`src/rtl/dm_arbiter_pkg.sv`:
```
// Shared state encoding, port identifiers and defaults for the data-memory arbiter.
package dm_arbiter_pkg;

    typedef enum logic [1:0] {
        ARB   = 2'd0,
        LOCK  = 2'd1,
        FORCE = 2'd2
    } arb_state_t;

    localparam logic PORT_CPU = 1'b0;
    localparam logic PORT_DBG = 1'b1;

    localparam int MAX_LOCK_DEFAULT = 16;

endpackage

```
`src/rtl/dm_rr_pick.sv`:
```
// Two-way round-robin selector: bit 0 is the CPU port, bit 1 the DBG port.
module dm_rr_pick
    import dm_arbiter_pkg::*;
(
    input  logic [1:0] req,
    input  logic       last,
    output logic [1:0] gnt
);

    // A lone requester wins; on a tie the port that did not win last time goes first.
    always_comb begin
        gnt = 2'b00;
        case (req)
            2'b01:   gnt = 2'b01;
            2'b10:   gnt = 2'b10;
            2'b11:   gnt = (last == PORT_CPU) ? 2'b10 : 2'b01;
            default: gnt = 2'b00;
        endcase
    end

endmodule

```
`src/rtl/dm_arbiter.sv`:
```
// CPU/DBG arbiter for the synchronous-read data memory with bounded DBG lock bursts
// and owner-tagged read return one cycle after the grant.
module dm_arbiter
    import dm_arbiter_pkg::*;
#(
    parameter int AW       = 10,
    parameter int MAX_LOCK = MAX_LOCK_DEFAULT
)
(
    input  logic          clk,
    input  logic          rst,
    input  logic          cpu_req,
    input  logic          cpu_we,
    input  logic [31:0]   cpu_addr,
    input  logic [31:0]   cpu_wdata,
    input  logic [3:0]    cpu_be,
    output logic          cpu_gnt,
    output logic          cpu_rvalid,
    output logic [31:0]   cpu_rdata,
    output logic          cpu_stall,
    input  logic          dbg_req,
    input  logic          dbg_we,
    input  logic [31:0]   dbg_addr,
    input  logic [31:0]   dbg_wdata,
    input  logic [3:0]    dbg_be,
    input  logic          dbg_lock,
    output logic          dbg_gnt,
    output logic          dbg_rvalid,
    output logic [31:0]   dbg_rdata,
    output logic [AW-1:0] dm_addr,
    output logic [31:0]   dm_wdata,
    output logic [3:0]    dm_wea,
    input  logic [31:0]   dm_rdata
);

    localparam int CW = $clog2(MAX_LOCK + 1);

    arb_state_t    state_r, state_nxt_s;
    logic          last_gnt_r, last_nxt_s;
    logic [CW-1:0] lock_cnt_r, cnt_nxt_s, lock_inc_s;
    logic          rvalid_r, owner_r;
    logic          gnt_cpu_s, gnt_dbg_s;
    logic [1:0]    pick_s;
    logic          unused_s;

    assign unused_s   = ^{cpu_addr[31:AW+2], cpu_addr[1:0], dbg_addr[31:AW+2], dbg_addr[1:0]};
    assign lock_inc_s = lock_cnt_r + CW'(1);

    dm_rr_pick u_pick (
        .req  ({dbg_req, cpu_req}),
        .last (last_gnt_r),
        .gnt  (pick_s)
    );

    // Grant selection, next state, lock counter and round-robin history.
    always_comb begin
        state_nxt_s = state_r;
        cnt_nxt_s   = lock_cnt_r;
        last_nxt_s  = last_gnt_r;
        gnt_cpu_s   = 1'b0;
        gnt_dbg_s   = 1'b0;
        case (state_r)
            ARB: begin
                gnt_cpu_s = pick_s[PORT_CPU];
                gnt_dbg_s = pick_s[PORT_DBG];
                if (gnt_dbg_s && dbg_lock) begin
                    state_nxt_s = (MAX_LOCK <= 1) ? FORCE : LOCK;
                    cnt_nxt_s   = CW'(1);
                end else begin
                    state_nxt_s = ARB;
                end
            end
            LOCK: begin
                gnt_dbg_s = dbg_req;
                // The grant that brings the count up to MAX_LOCK ends the window.
                if (dbg_req && dbg_lock) begin
                    cnt_nxt_s   = lock_inc_s;
                    state_nxt_s = (lock_inc_s >= CW'(MAX_LOCK)) ? FORCE : LOCK;
                end else begin
                    cnt_nxt_s   = {CW{1'b0}};
                    state_nxt_s = ARB;
                end
            end
            FORCE: begin
                gnt_cpu_s = cpu_req;
                gnt_dbg_s = ~cpu_req & dbg_req;
                cnt_nxt_s = {CW{1'b0}};
                if (dbg_lock) begin
                    state_nxt_s = LOCK;
                end else begin
                    state_nxt_s = ARB;
                end
            end
            default: begin
                cnt_nxt_s   = {CW{1'b0}};
                state_nxt_s = ARB;
            end
        endcase
        if (gnt_cpu_s) begin
            last_nxt_s = PORT_CPU;
        end else if (gnt_dbg_s || (state_r == LOCK)) begin
            last_nxt_s = PORT_DBG;
        end else begin
            last_nxt_s = last_gnt_r;
        end
    end

    assign cpu_gnt   = gnt_cpu_s & ~rst;
    assign dbg_gnt   = gnt_dbg_s & ~rst;
    assign cpu_stall = cpu_req & ~cpu_gnt & ~rst;

    // Memory request mux for the granted port; idle cycles drive zeros.
    always_comb begin
        dm_addr  = {AW{1'b0}};
        dm_wdata = 32'h0000_0000;
        dm_wea   = 4'b0000;
        if (cpu_gnt) begin
            dm_addr  = cpu_addr[AW+1:2];
            dm_wdata = cpu_wdata;
            dm_wea   = cpu_we ? cpu_be : 4'b0000;
        end else if (dbg_gnt) begin
            dm_addr  = dbg_addr[AW+1:2];
            dm_wdata = dbg_wdata;
            dm_wea   = dbg_we ? dbg_be : 4'b0000;
        end else begin
            dm_addr  = {AW{1'b0}};
        end
    end

    // State, lock counter, round-robin history and read-return tag registers.
    always_ff @(posedge clk) begin
        if (rst) begin
            state_r    <= ARB;
            last_gnt_r <= PORT_DBG;
            lock_cnt_r <= {CW{1'b0}};
            rvalid_r   <= 1'b0;
            owner_r    <= PORT_CPU;
        end else begin
            state_r    <= state_nxt_s;
            last_gnt_r <= last_nxt_s;
            lock_cnt_r <= cnt_nxt_s;
            rvalid_r   <= (gnt_cpu_s & ~cpu_we) | (gnt_dbg_s & ~dbg_we);
            if ((gnt_cpu_s & ~cpu_we) | (gnt_dbg_s & ~dbg_we)) begin
                owner_r <= gnt_dbg_s ? PORT_DBG : PORT_CPU;
            end else begin
                owner_r <= owner_r;
            end
        end
    end

    // A response still in flight when reset arrives is suppressed at once.
    assign cpu_rvalid = rvalid_r & (owner_r == PORT_CPU) & ~rst;
    assign dbg_rvalid = rvalid_r & (owner_r == PORT_DBG) & ~rst;
    assign cpu_rdata  = cpu_rvalid ? dm_rdata : 32'h0000_0000;
    assign dbg_rdata  = dbg_rvalid ? dm_rdata : 32'h0000_0000;

endmodule

```
`config.mk`:
```
export PLATFORM = sky130hd
export DESIGN_NAME = dm_arbiter
export DESIGN_NICKNAME = d
export VERILOG_FILES = /design/src/rtl/dm_arbiter_pkg.sv /design/src/rtl/dm_rr_pick.sv /design/src/rtl/dm_arbiter.sv
export SDC_FILE = /design/constraint.sdc
export NUM_CORES = 1
export LEC_CHECK = 0
export CAP_MARGIN = 20
export CORE_AREA = 2 2 112 114
export CTS_BUF_LIST = sky130_fd_sc_hd__clkbuf_4 sky130_fd_sc_hd__clkbuf_8 sky130_fd_sc_hd__clkbuf_16
export CTS_CLUSTER_DIAMETER = 100
export DETAILED_ROUTE_END_ITERATION = 7
export DIE_AREA = 0 0 114 116
export GPL_TIMING_DRIVEN = 1
export REMOVE_ABC_BUFFERS = 1
export SLEW_MARGIN = 20
export SYNTH_ARGS = -nofsm -noshare
export SYNTH_HDL_FRONTEND = slang
export SYNTH_SLANG_ARGS = --single-unit
```
`constraint.sdc`:
```
create_clock -name clk -period 4.4 [get_ports clk]
set_input_delay 0.88 -clock clk [delete_from_list [all_inputs] [get_ports clk]]
set_output_delay 0.88 -clock clk [all_outputs]
set_load 0.05 [all_outputs]
```
==> results of run 1 <==
[cells by family after synthesis]
family,synth area share [%]
flip-flops,13.82
multiplexers,0.6909
AND/OR/NAND/NOR,37.31
buffers and inverters,8.635
XOR/XNOR,0.6046
adder cells (fa/ha/maj),0.8634
AO/OA/AOI/OAI,38.08
[registers in the layout, indices dropped and copies added, names as in the netlist]
signal	cells
last_gnt_r	1
lock_cnt_r	5
owner_r	1
rvalid_r	1
state_r	2
[cell usage after synthesis, types with 2 or more instances]
cell type,n,share of area [%]
or2_2,2,0.86
a211oi_1,4,2.1
nor2_1,4,1.0
dfxtp_1,10,14
a21oi_1,11,3.8
nor2_2,2,0.86
nand2_1,2,0.52
and2_1,64,28
nor3b_1,6,3.1
buf_2,7,2.4
buf_6,4,3.1
nand2b_1,2,0.86
a41oi_1,2,1.2
a22o_1,42,25
nand3_1,4,1.4
inv_1,4,1.0
clkbuf_1,8,2.1
a32o_1,4,2.8
[cell type report]
class	count	area, um2
flip-flops and latches	10	200.2
fillers	1208	7456
clock buffers	3	75.07
well taps	147	183.9
repair buffers	250	2843
multi-input cells	159	1139
inverters	4	15.01
[worst min-delay path by stage]
stage                    endpoint  slack [ps]          start  cells after the start
floorplan                 owner_r         450        owner_r                      2
finish              lock_cnt_r[4]         500  lock_cnt_r[4]                      1
detailed placement  lock_cnt_r[4]         490  lock_cnt_r[4]                      1
CTS                 lock_cnt_r[4]         500  lock_cnt_r[4]                      1
global placement    lock_cnt_r[4]         480  lock_cnt_r[4]                      1
global route        lock_cnt_r[4]         510  lock_cnt_r[4]                      1
[report_power, final]
part           internal [W]  switching, W  leakage [nW]
clock network      0.000118     0.0000394        0.0370
logic              0.000276      0.000261          1.75
registers         0.0000941    0.00000303        0.0814
[stage by stage]
stage          util, %  cell area, um2  std cells
6_report         37.41            4456        573
5_1_grt          37.41            4456        573
4_1_cts          37.41            4456        573
3_5_place_dp     36.78            4380        570
3_3_place_gp     36.78            4380        570
2_1_floorplan        -            1339        173
[metal layers]
| layer | global-route usage, % | wire (um) | vias to the layer above |
|---|---|---|---|
| met1 | 12.76 | 3221 | 1079 |
| li1 | - | - | 1169 |
| met5 | 0 | 0 | - |
| met4 | 2.358 | 120 | 0 |
| met3 | 2.354 | 647 | 8 |
| met2 | 22.10 | 4702 | 129 |
[worst register-to-register path, cell delays in order (launching register included)]
cell	delay [ps]
dfxtp_1	370
nand2_1	70
a311oi_1	590
a21oi_1	100
a211oi_1	250
==> flow_summary.ini, run 1 <==
[clocking]
path_clk_slew_ps = 40
clockBufferDepth = 2
postCtsSetupBuffers = 0
ctsResizeCount = 0
clock_latency_ps = 230
htree_levels = 1
cts_made_buffers = 3
cts_root_buffer = clkbuf_16
cts.sinks = 10
ctsHoldBuffers = 0
tritoncts = done

[worst_setup_path]
critical-path-top-delay-family = buffers and inverters
r2r_slack_ps = 2930
crit_cells = 5
reg2regPathDepth = 4
required_ps = 3520
r2r_end = lock_cnt_r[3]
timing.critical_path.from = dbg_req
path_cells = clkdlybuf4s50_1, nor2b_2, a211o_1, nor3b_1, clkdlybuf4s50_1
cp-endpoint = cpu_stall
arrival_ps = 2960
crit_fanout = 6
crit_slowest_cell = clkdlybuf4s50_1
slowest_delay_ps = 830
crit_buf_inv = 2
critPathKind = input port to output port
cpMostUsedCell = clkdlybuf4s50_1
end_kind = output port
worstSetupStartpointType = input port
reg2reg_from = last_gnt_r

[power_and_ir_drop]
total_leakage_power_nw = 1.872
power_density_mw_per_mm2 = 177.6
ir_drop_uv = 135.1
power.total_w = 0.0007913

[final_layout]
layout_commonest_cell = clkdlybuf4s50_1
diodes = 0
num-nets-final = 604
layout-drive-gt1-share_pct = 27.93
area_growth_pct = 207.5
layout_common_cells = 141 x clkdlybuf4s50_1, 64 x and2_1, 60 x buf_4

[die]
start_util_pct = 12.16
num_rows = 40
core_area_mm2 = 0.01191
die_area_mm2 = 0.01322
pin_count = 290
dieHeight_um = 116
die_w_um = 114

[detailed_routing]
via_per_inst = 4.162
drt_iter0_drc = 58
drt-pass1-iter-count = 4
drc = 0
routed_wl_um = 8692
wire_per_inst_um = 15.17
vias = 2385
ant_nets = 0

[sta]
skew_ps = 0.7345
finalSetupViolCount = 0
tightest_slew_ps = 655.6
fmax_mhz = 260.6
hold_violations = 0
maxSlewHeadroom_pct = 56.00
setup_ws_ps = 562.5
final.period_utilization_pct = 87.21
min_period_ps = 3837
rsz0062_at_grt = no
holdWs_ps = 498.7
slew_violations = 0
fin_tns_setup_ps = 0

[placement]
dp_slack_ps = 557.6
hpwlAfterDp_um = 7686
gp_congestion = 0.6789
io_buffer_count = 245

[logic_synthesis]
syn_avg_cell_area_um2 = 7.546
synth-main-ff-cell = dfxtp_1
yosysUniqueCellTypes = 28
synth_edf_count = 0
async_reset_ff_share_pct = 0
ys_ff_latch = 10
yosysSeqAreaShare_pct = 13.82
synth_area_mm2 = 0.001449
yosys_warnings = 0
syn_inst = 192

[status]
status = finished clean

[flow_run]
cap_violations = 0

[grt]
grt_pass1_vias = 2193
grt_max_degree = 48
grt_pass1_wl_um = 11790
overflow = 0
antenna_found_initial = 0
grt_use_total_pct = 11.38

[hold_path]
hold_class = register to register
Power figures use the tool's default switching activity.
==> inputs of run 2 (changes only) <==
--- a/config.mk
+++ b/config.mk
@@ -17,3 +17,4 @@
 export SYNTH_ARGS = -nofsm -noshare
 export SYNTH_HDL_FRONTEND = slang
 export SYNTH_SLANG_ARGS = --single-unit
+export TNS_END_PERCENT = 5
==> results of run 2 <==
Same layout as run 1: the final DEF is identical, and so are final timing and power.
